[config.mk]
export PLATFORM = sky130hd
export DESIGN_NAME = vai_audit_tx
export DESIGN_NICKNAME = d
export VERILOG_FILES = /design/src/rtl/vai_audit_pkg.sv /design/src/rtl/vai_audit_tx_outs_cnt.sv /design/src/rtl/vai_audit_tx.sv
export SDC_FILE = /design/constraint.sdc
export NUM_CORES = 2
export LEC_CHECK = 0
export ABC_AREA = 1
export CORE_AREA = 2 2 543 545
export CTS_BUF_LIST = sky130_fd_sc_hd__clkbuf_8
export CTS_CLUSTER_DIAMETER = 60
export DETAILED_ROUTE_END_ITERATION = 8
export DIE_AREA = 0 0 545 547
export RECOVER_POWER = 50
export REMOVE_ABC_BUFFERS = 1
export SLEW_MARGIN = 20
export SYNTH_ARGS = -nofsm -noshare
export SYNTH_HDL_FRONTEND = slang
export SYNTH_SLANG_ARGS = --single-unit
export TNS_END_PERCENT = 100
[constraint.sdc]
create_clock -name clk -period 95.1 [get_ports clk]
set_clock_uncertainty 0.15 [all_clocks]
set_input_delay 19.02 -clock clk [delete_from_list [all_inputs] [get_ports clk]]
set_output_delay 19.02 -clock clk [all_outputs]
set_load 0.1 [all_outputs]
[src/rtl/vai_audit_pkg.sv]
// vai_audit_pkg: CCI-P Tx/Rx subset types, auditor FSM states and helpers for vai_audit_tx.
// Only the header fields the auditor touches or forwards are modelled.
package vai_audit_pkg;

    localparam int CLADDR_W = 42;

    localparam logic [3:0] REQ_RDLINE  = 4'h0;
    localparam logic [3:0] REQ_WRLINE  = 4'h0;
    localparam logic [3:0] REQ_WRFENCE = 4'h4;

    typedef enum logic [1:0] {RUN, DRAIN, HOLD} t_audit_state;

    typedef struct packed {
        logic [1:0]          cl_len;
        logic [3:0]          req_type;
        logic [CLADDR_W-1:0] address;
        logic [15:0]         mdata;
    } t_ccip_c0_ReqMemHdr;

    typedef struct packed {
        t_ccip_c0_ReqMemHdr hdr;
        logic               valid;
    } t_if_ccip_c0_Tx;

    typedef struct packed {
        logic                sop;
        logic [1:0]          cl_len;
        logic [3:0]          req_type;
        logic [CLADDR_W-1:0] address;
        logic [15:0]         mdata;
    } t_ccip_c1_ReqMemHdr;

    typedef struct packed {
        t_ccip_c1_ReqMemHdr hdr;
        logic [511:0]       data;
        logic               valid;
    } t_if_ccip_c1_Tx;

    typedef struct packed {
        logic       format;
        logic [1:0] cl_num;
        logic [3:0] resp_type;
        logic [15:0] mdata;
    } t_ccip_c1_RspMemHdr;

    function automatic logic is_fence(input t_if_ccip_c1_Tx c1);
        return c1.hdr.req_type == REQ_WRFENCE;
    endfunction

endpackage

[src/rtl/vai_audit_tx_outs_cnt.sv]
// vai_audit_outs_cnt: saturating outstanding-request counter.
// Ports: clk, reset (async, active-high), inc (+1), dec_amt (0..4 retired),
//        zero (count is 0), err (sticky: underflow or overflow attempted).
module vai_audit_outs_cnt #(
    parameter int OUTS_W = 10
) (
    input  logic       clk,
    input  logic       reset,
    input  logic       inc,
    input  logic [2:0] dec_amt,
    output logic       zero,
    output logic       err
);

    logic [OUTS_W-1:0] cnt;
    logic [OUTS_W:0]   up;
    logic [OUTS_W:0]   dec;
    logic [OUTS_W:0]   diff;
    logic              under;
    logic              over;

    // Increment first in one extra bit so inc+dec in the same cycle nets out even at max.
    assign up    = {1'b0, cnt} + {{OUTS_W{1'b0}}, inc};
    assign dec   = {{(OUTS_W-2){1'b0}}, dec_amt};
    assign under = up < dec;
    assign diff  = up - dec;
    assign over  = !under && diff[OUTS_W];
    assign zero  = cnt == '0;

    always_ff @(posedge clk or posedge reset) begin
        if (reset) begin
            cnt <= '0;
            err <= 1'b0;
        end else begin
            cnt <= under ? '0 : over ? '1 : diff[OUTS_W-1:0];
            err <= err | under | over;
        end
    end

endmodule

[src/rtl/vai_audit_tx.sv]
// vai_audit_tx: per-sub-AFU Tx auditor: address relocation, overflow drop, outstanding tracking, soft-reset drain.
// Ports: clk, reset (async, active-high), offset (relocation, [41:0] used), reset_req (soft-reset request),
//        afu_c0/afu_c1 (requests from sub-AFU), rx_c0_rsp/rx_c1_rsp/rx_c1_hdr (responses for this AFU),
//        mux_c0/mux_c1 (relocated requests, 2-cycle latency), afu_reset (reset into sub-AFU),
//        drain_busy (draining), viol_cnt (saturating drop count), outs_err (sticky counter misuse).
module vai_audit_tx
    import vai_audit_pkg::*;
#(
    parameter int OUTS_W = 10,
    parameter int VIOL_W = 16
) (
    input  logic               clk,
    input  logic               reset,
    input  logic [63:0]        offset,
    input  logic               reset_req,
    input  t_if_ccip_c0_Tx     afu_c0,
    input  t_if_ccip_c1_Tx     afu_c1,
    input  logic               rx_c0_rsp,
    input  logic               rx_c1_rsp,
    input  t_ccip_c1_RspMemHdr rx_c1_hdr,
    output t_if_ccip_c0_Tx     mux_c0,
    output t_if_ccip_c1_Tx     mux_c1,
    output logic               afu_reset,
    output logic               drain_busy,
    output logic [VIOL_W-1:0]  viol_cnt,
    output logic               outs_err
);

    t_audit_state        state, state_nxt;
    t_if_ccip_c0_Tx      s1_c0;
    t_if_ccip_c1_Tx      s1_c1;
    logic [CLADDR_W-1:0] off_q;
    logic [CLADDR_W:0]   sum0, sum1;
    logic                drop0, drop1;
    logic                fence1;
    logic [VIOL_W:0]     viol_sum;
    logic [2:0]          c1_dec;
    logic                c0_zero, c1_zero, c0_err, c1_err;
    logic                drained;
    logic                unused_ok;

    assign unused_ok = ^{offset[63:CLADDR_W], rx_c1_hdr.resp_type, rx_c1_hdr.mdata};

    // Carry bit of the 43-bit sum flags a relocation past the top of the address space.
    assign sum0   = {1'b0, s1_c0.hdr.address} + {1'b0, off_q};
    assign sum1   = {1'b0, s1_c1.hdr.address} + {1'b0, off_q};
    assign fence1 = is_fence(s1_c1);
    assign drop0  = s1_c0.valid && (state != RUN || sum0[CLADDR_W]);
    assign drop1  = s1_c1.valid && (state != RUN || (!fence1 && sum1[CLADDR_W]));

    assign viol_sum = {1'b0, viol_cnt} + {{(VIOL_W-1){1'b0}}, drop0} + {{(VIOL_W-1){1'b0}}, drop1};

    // Packed responses retire cl_num+1 lines at once.
    assign c1_dec = !rx_c1_rsp ? 3'd0 : rx_c1_hdr.format ? {1'b0, rx_c1_hdr.cl_num} + 3'd1 : 3'd1;

    assign drained = c0_zero && c1_zero && !s1_c0.valid && !s1_c1.valid && !mux_c0.valid && !mux_c1.valid;

    always_ff @(posedge clk or posedge reset) begin
        if (reset) begin
            s1_c0    <= '0;
            s1_c1    <= '0;
            off_q    <= '0;
            mux_c0   <= '0;
            mux_c1   <= '0;
            viol_cnt <= '0;
            state    <= HOLD;
        end else begin
            s1_c0                  <= afu_c0;
            s1_c1                  <= afu_c1;
            off_q                  <= offset[CLADDR_W-1:0];
            mux_c0                 <= s1_c0;
            mux_c0.hdr.address     <= sum0[CLADDR_W-1:0];
            mux_c0.valid           <= s1_c0.valid && !drop0;
            mux_c1                 <= s1_c1;
            mux_c1.hdr.address     <= fence1 ? s1_c1.hdr.address : sum1[CLADDR_W-1:0];
            mux_c1.valid           <= s1_c1.valid && !drop1;
            viol_cnt               <= viol_sum[VIOL_W] ? '1 : viol_sum[VIOL_W-1:0];
            state                  <= state_nxt;
        end
    end

    // Once draining starts it always runs to HOLD, even if reset_req drops meanwhile.
    always_comb begin
        state_nxt  = state;
        afu_reset  = state == HOLD;
        drain_busy = state == DRAIN;
        case (state)
            RUN:     if (reset_req) state_nxt = DRAIN;
            DRAIN:   if (drained) state_nxt = HOLD;
            HOLD:    if (!reset_req) state_nxt = RUN;
            default: state_nxt = HOLD;
        endcase
    end

    vai_audit_outs_cnt #(.OUTS_W(OUTS_W)) u_c0 (
        .clk     (clk),
        .reset   (reset),
        .inc     (mux_c0.valid),
        .dec_amt ({2'b00, rx_c0_rsp}),
        .zero    (c0_zero),
        .err     (c0_err)
    );

    vai_audit_outs_cnt #(.OUTS_W(OUTS_W)) u_c1 (
        .clk     (clk),
        .reset   (reset),
        .inc     (mux_c1.valid),
        .dec_amt (c1_dec),
        .zero    (c1_zero),
        .err     (c1_err)
    );

    assign outs_err = c0_err | c1_err;

endmodule
Yosys cells after proc, flatten, opt, wreduce, memory -nomap -nowiden
Index checks and enable logic that the tools add are counted.
{"block": "totals", "register_bits": 1368, "latchBits": 0, "mem_bits_rw": 0, "mem_bits_ro": 0, "in_bits": 735, "out_inout_bits": 662, "word_cells": 93, "n_memories": 0}
{"block": "op_classes", "n_addsub": 9, "mul": 0, "div": 0, "magnitude_cmp": 2, "eq_ne": 6, "n_shift": 0, "muxes": 12, "bitwise_logic": 5, "reduce_logical": 28}
{"op": "$add 42x42->43", "n": 2}
{"op": "$mux 42", "n": 1}
{"op": "$mux 10", "n": 4}
{"op": "$add 10x1->11", "n": 2}
{"op": "$logic_not 10->1", "n": 2}
{"op": "$add 16x1->17", "n": 1}
{"op": "$add 17x1->17", "n": 1}
{"op": "$mux 16", "n": 1}
{"op": "$logic_and 1x1->1", "n": 12}
{"op": "$lt 11x1->1", "n": 1}
{"op": "$lt 11x3->1", "n": 1}
{"op": "$sub 11x1->11", "n": 1}
{"op": "$sub 11x3->11", "n": 1}
{"op": "$logic_not 1->1", "n": 9}
{"op": "$mux 2", "n": 3}
{"op": "$mux 3", "n": 2}
{"op": "$pmux 2 s3", "n": 1}
{"op": "$or 1x1->1", "n": 5}
{"op": "$eq 4x3->1 const B", "n": 1}
{"op": "$ne 2x2->1 const B", "n": 2}
{"op": "$add 2x1->3 const B", "n": 1}
{"op": "$reduce_and 3->1", "n": 1}
{"op": "$eq 2x1->1 const B", "n": 1}
{"op": "$eq 2x2->1 const B", "n": 1}
{"op": "4 further kinds", "n": 5}

Logic depth before layout (Yosys ltp)
{"block": "depth", "depth_word": 8, "depth_mapped": 24, "mapped_depth_nobuf": 24}

Modules after synthesis
Synthesis repeated with hierarchy kept, for this count alone.
{"block": "hier_totals", "hier_cells": 3063, "area_unflattened_um2": 43046.3}
{"module": "vai_audit_tx", "n_inst": 1, "cells_each": 2784, "area_each_um2": 40955.5, "seq_area_each_um2": 33683.6}
{"module": "vai_audit_outs_cnt at u_c0", "n_inst": 1, "cells_each": 139, "area_each_um2": 1078.5, "seq_area_each_um2": 275.3}
{"module": "vai_audit_outs_cnt at u_c1", "n_inst": 1, "cells_each": 140, "area_each_um2": 1012.2, "seq_area_each_um2": 275.3}

Worst setup path before layout
OpenSTA, ideal clock, no wires.
{"block": "synth_timing", "path_kind": "reg2out", "start": "register state[1]", "end": "output port afu_reset", "t_arrival_ns": 1.840, "t_required_ns": 75.930, "slack_ns": 74.090, "path_stages_with_launch": 3, "n_path_buf": 0, "path_cell_list": "dfstp_2 -> inv_1 -> nor2_1"}
{"block": "synth_via", "elab_chain_len": 1}
{"item": "start: declaration", "line": "vai_audit_tx.sv:29", "rtl": "t_audit_state state, state_nxt;"}
{"item": "start signal: assignment", "line": "vai_audit_tx.sv:78", "rtl": "state <= state_nxt;"}
{"item": "$eq 2x2->1", "line": "vai_audit_tx.sv:85", "rtl": "afu_reset = state == HOLD;"}
{"item": "end: declaration", "line": "vai_audit_tx.sv:23", "rtl": "output logic afu_reset,"}
Every way passes these cells.

==> flow_metrics.tcl <==
set metrics [dict create \
    yosysUniqueCellTypes 39 \
    hold_path_end "mux_c1[13]$_DFF_PP0_" \
    hold_path_class "reg -> reg" \
    ys_seq_elements 1368 \
    peakVddDrop_v 0.00001441 \
    post_drt_wl_per_cell_um 26.70 \
    drive_gt1_share_pct 15.60 \
    fill_cells 31070 \
    route.detailed.drc 0 \
    synth_ff_type "dfrtp_1" \
    initial_core_util_pct 14.55 \
    swShare_pct 34.31 \
    die-height_um 547 \
    crit_path_cell_trace "dlygate4sd3_1, clkinvlp_2, clkbuf_1, buf_4, buf_4, buf_4, buf_4, buf_4" \
    cp_common_cell "buf_4" \
    p_int_uw 1045 \
    p_switching_uw 545.7 \
    rr_startpoint "s1_c1[573]$_DFF_PP0_" \
    worstMarginPinSlew_ns 4.050 \
    synth-edff-count 0 \
    numCtsBuffers 240 \
    finalHoldViolCount 0 \
    antenna_found_initial 281 \
    cts_tree "done" \
    pwr-share-seq_pct 40.8 \
    die_w_um 545 \
    netlist_area_mm2 0.04256 \
    r2r_slack_ns 88.62 \
    design.core.area_mm2 0.2926 \
    violations "capacitance limit, slew limit" \
    min_period_ns 27.43 \
    area.sequential_mm2 0.03423 \
    row_count 199 \
    cp_num_buf_inv 8 \
    yosysSeqAreaShare_pct 80.45 \
    ioPinCount 1397 \
    first_pass_iters 5 \
    path_class "in -> async" \
    synth-warning-count 0 \
    fmax_ghz 0.03645 \
    cts-resized-gates 0 \
    maxCapViolCount 8 \
    multiInputGateArea_mm2 0.007248 \
    hold_start "s1_c1[13]$_DFF_PP0_" \
    nNetsFinal 5492 \
    synthArstFlopShare_pct 100.0 \
    slew_headroom_pct -170.0 \
    finalCritPeriodShare_pct 28.85 \
    clockRootBuffer "clkbuf_8" \
    critPathCaptureType "asynchronous set/reset pin" \
    antenna_left 0 \
    cts_htree_levels 4 \
    synthToLayoutAreaGrowth_pct 55.36 \
    clk_pin_slew_ns 0.06 \
    postSynthAreaPerCell_um2 13.94 \
    numPortBuffers 1354 \
    grt_pass1_vias 31490 \
    r2r_end "viol_cnt[13]$_DFF_PP0_" \
    pwr-share-comb_pct 21.3 \
    min_delay_path_depth 0 \
    place.gp.congestion 0.9297 \
    power_leakage_uw 0.02960 \
    slowest_stage "clkinvlp_2" \
    stdcell_area_mm2 0.06611 \
    place_area_mm2 0.06038 \
    slowest_delay_ns 2.17 \
    grt_max_degree 89 \
    powerDensity_mw_per_mm2 24.06 \
    grt_pass1_wl_mm 303.1 \
    arrival_ns 28.25 \
    grtUsageTotal_pct 15.60 \
    drt_iter0_markers 1719 \
    clk_path_buf_depth 4 \
    ctsHoldBuffers 0 \
    grt.overflow.total 0 \
    worstSkewPairLatency_ns 0.96 \
    hpwl_mm 204.6 \
    finalSetupViolCount 0 \
    clkPwrFrac_pct 37.9 \
    outcome "finished with violations" \
    start_kind "primary input" \
    cts_setup_buffers 0 \
    slew_viol_final 484 \
    finalPower_uw 1591 \
    rr_worst_depth 18 \
    synth_cells 3053 \
    num_vias 29810 \
    via_per_inst 3.349 \
    cts_sinks 1368 \
    required_ns 95.92 \
    crit_fanout 86 \
    setup_tns_ns 0 \
    cp_top_family "buffers and inverters" \
    rsz0062_at_grt "false" \
    dieArea_mm2 0.2981 \
    routed_wl_mm 237.7 \
]
## synth_stat cells (all sizes together), types with 5 or more instances
cell	count	area, µm²
and2	7	43.79
a31oi	8	50.05
inv	265	994.7
nand4	26	162.7
nor3	21	120.1
xor2	32	280.3
dfrtp	1367	34210
o21bai	5	37.54
or2	12	75.07
clkbuf	9	33.78
o21ai	56	280.3
xnor2	28	245.2
nand2	663	2541
nor2	184	730.7
nand3	134	710.7
ha	95	1189
a21boi	5	41.29
a21oi	109	553.0
## worst register-to-register path: stages, from the launching register on
cell and delay (ns):
dfrtp_1 0.37, inv_1 0.06, nor4_1 0.04, clkbuf_1 1.01
inv_1 0.25, clkbuf_1 1.35, nand2_1 0.16, nand2_1 0.28
nand2_1 0.27, fa_1 0.50, inv_1 0.08, ha_1 0.16
nand2_1 0.08, nor3_1 0.39, nand4_1 0.22, inv_1 0.17
nand4_1 0.52, o21ai_0 0.31, a21o_1 0.11
## cells in the final DEF, fill, tap and decap left out, types with 4 or more instances in the layout
master and instances:
a21boi_0 5, clkinv_2 35, nor3_1 19, nand3_1 126
xor2_1 32, nand4_1 26, clkbuf_1 7, nor4_1 4
and2_1 6, dfrtp_1 1367, buf_4 307, nor2_2 4
clkinvlp_4 12, ha_1 95, diode_2 131, a21oi_1 107
xnor2_1 28, nand3b_1 4, dlygate4sd3_1 687, bufinv_16 17
nand3_2 8, o21ai_0 56, nor2_4 4, a31oi_1 8
o21a_1 4, clkbuf_8 313, clkinv_4 4, inv_1 306
nand2_1 648, o21bai_1 5, fa_1 4, nand2_2 12
nor2_1 176, or2_2 12, clkdlybuf4s50_1 369
## cells by family after synthesis
family          after synthesis  share of synthesized area, %
buf+inv                     280                         2.502
compound gates              191                         2.405
simple gates               1055                         10.43
flops                      1368                         80.45
fa+ha+maj                    99                         2.981
xor+xnor                     60                         1.235
## worst max-delay path by stage
stage | depth (start not counted) | endpoint | from | slack, ns
floorplan | 1 | mux_c0[0]$_DFF_PP0_ | reset | 37.36
global placement | 8 | mux_c1[144]$_DFF_PP0_ | reset | 69.79
detailed placement | 8 | s1_c1[144]$_DFF_PP0_ | reset | 69.73
CTS | 8 | s1_c1[330]$_DFF_PP0_ | reset | 70.86
global route | 8 | s1_c1[405]$_DFF_PP0_ | reset | 65.99
finish | 8 | mux_c1[334]$_DFF_PP0_ | reset | 67.67
## power groups by stage
stage          sequential [µW]  clock (µW)  combinational, µW
4_1_cts                    650         626                350
3_3_place_gp               659           0                349
5_1_grt                    653         651                359
3_5_place_dp               660           0                349
6_report                   649         602                339
2_1_floorplan              804           0               73.0
## per-stage QoR
step                      setup WS, ns  hold slack [ns]  utilization (%)  instances
after floorplan                  37.36           0.1812                -       3040
after global placement           69.79           0.1814            20.64       8335
after detailed placement         69.73           0.1847            20.64       8335
after CTS                        70.86           0.1618            22.50       8771
after global routing             65.99           0.1567            22.56       8855
final                            67.67           0.1684            22.60       8902
## metal layers
layer / GRT usage (%) / part of all wire [%] / up-vias
met5: 0 / 0.31 / -
met3: 8.903 / 13 / 611
met1: 15.69 / 34 / 14420
met2: 26.24 / 47 / 1611
li1: - / - / 13060
met4: 6.561 / 5.1 / 112
## registers in the layout (all words and copies together), names as in the netlist
| register | flops |
|---|---|
| mux_c0 | 65 |
| mux_c1 | 578 |
| off_q | 42 |
| s1_c0 | 65 |
| s1_c1 | 578 |
| state | 2 |
| u_c0.cnt | 10 |
| u_c0.err | 1 |
| u_c1.cnt | 10 |
| u_c1.err | 1 |
| viol_cnt | 16 |
## final cells by class
| cell class | instances | area share, % |
|---|---|---|
| sequential | 1368 | 51.78 |
| inverter | 267 | 1.520 |
| multi-input combinational | 1405 | 10.96 |
| clock inverter | 123 | 1.722 |
| timing repair buffer | 1376 | 19.59 |
| antenna | 131 | 0.4958 |
| tap | 3919 | 7.417 |
| clock buffer | 313 | 6.516 |
Note: power is estimated with default switching activity, not from simulation.
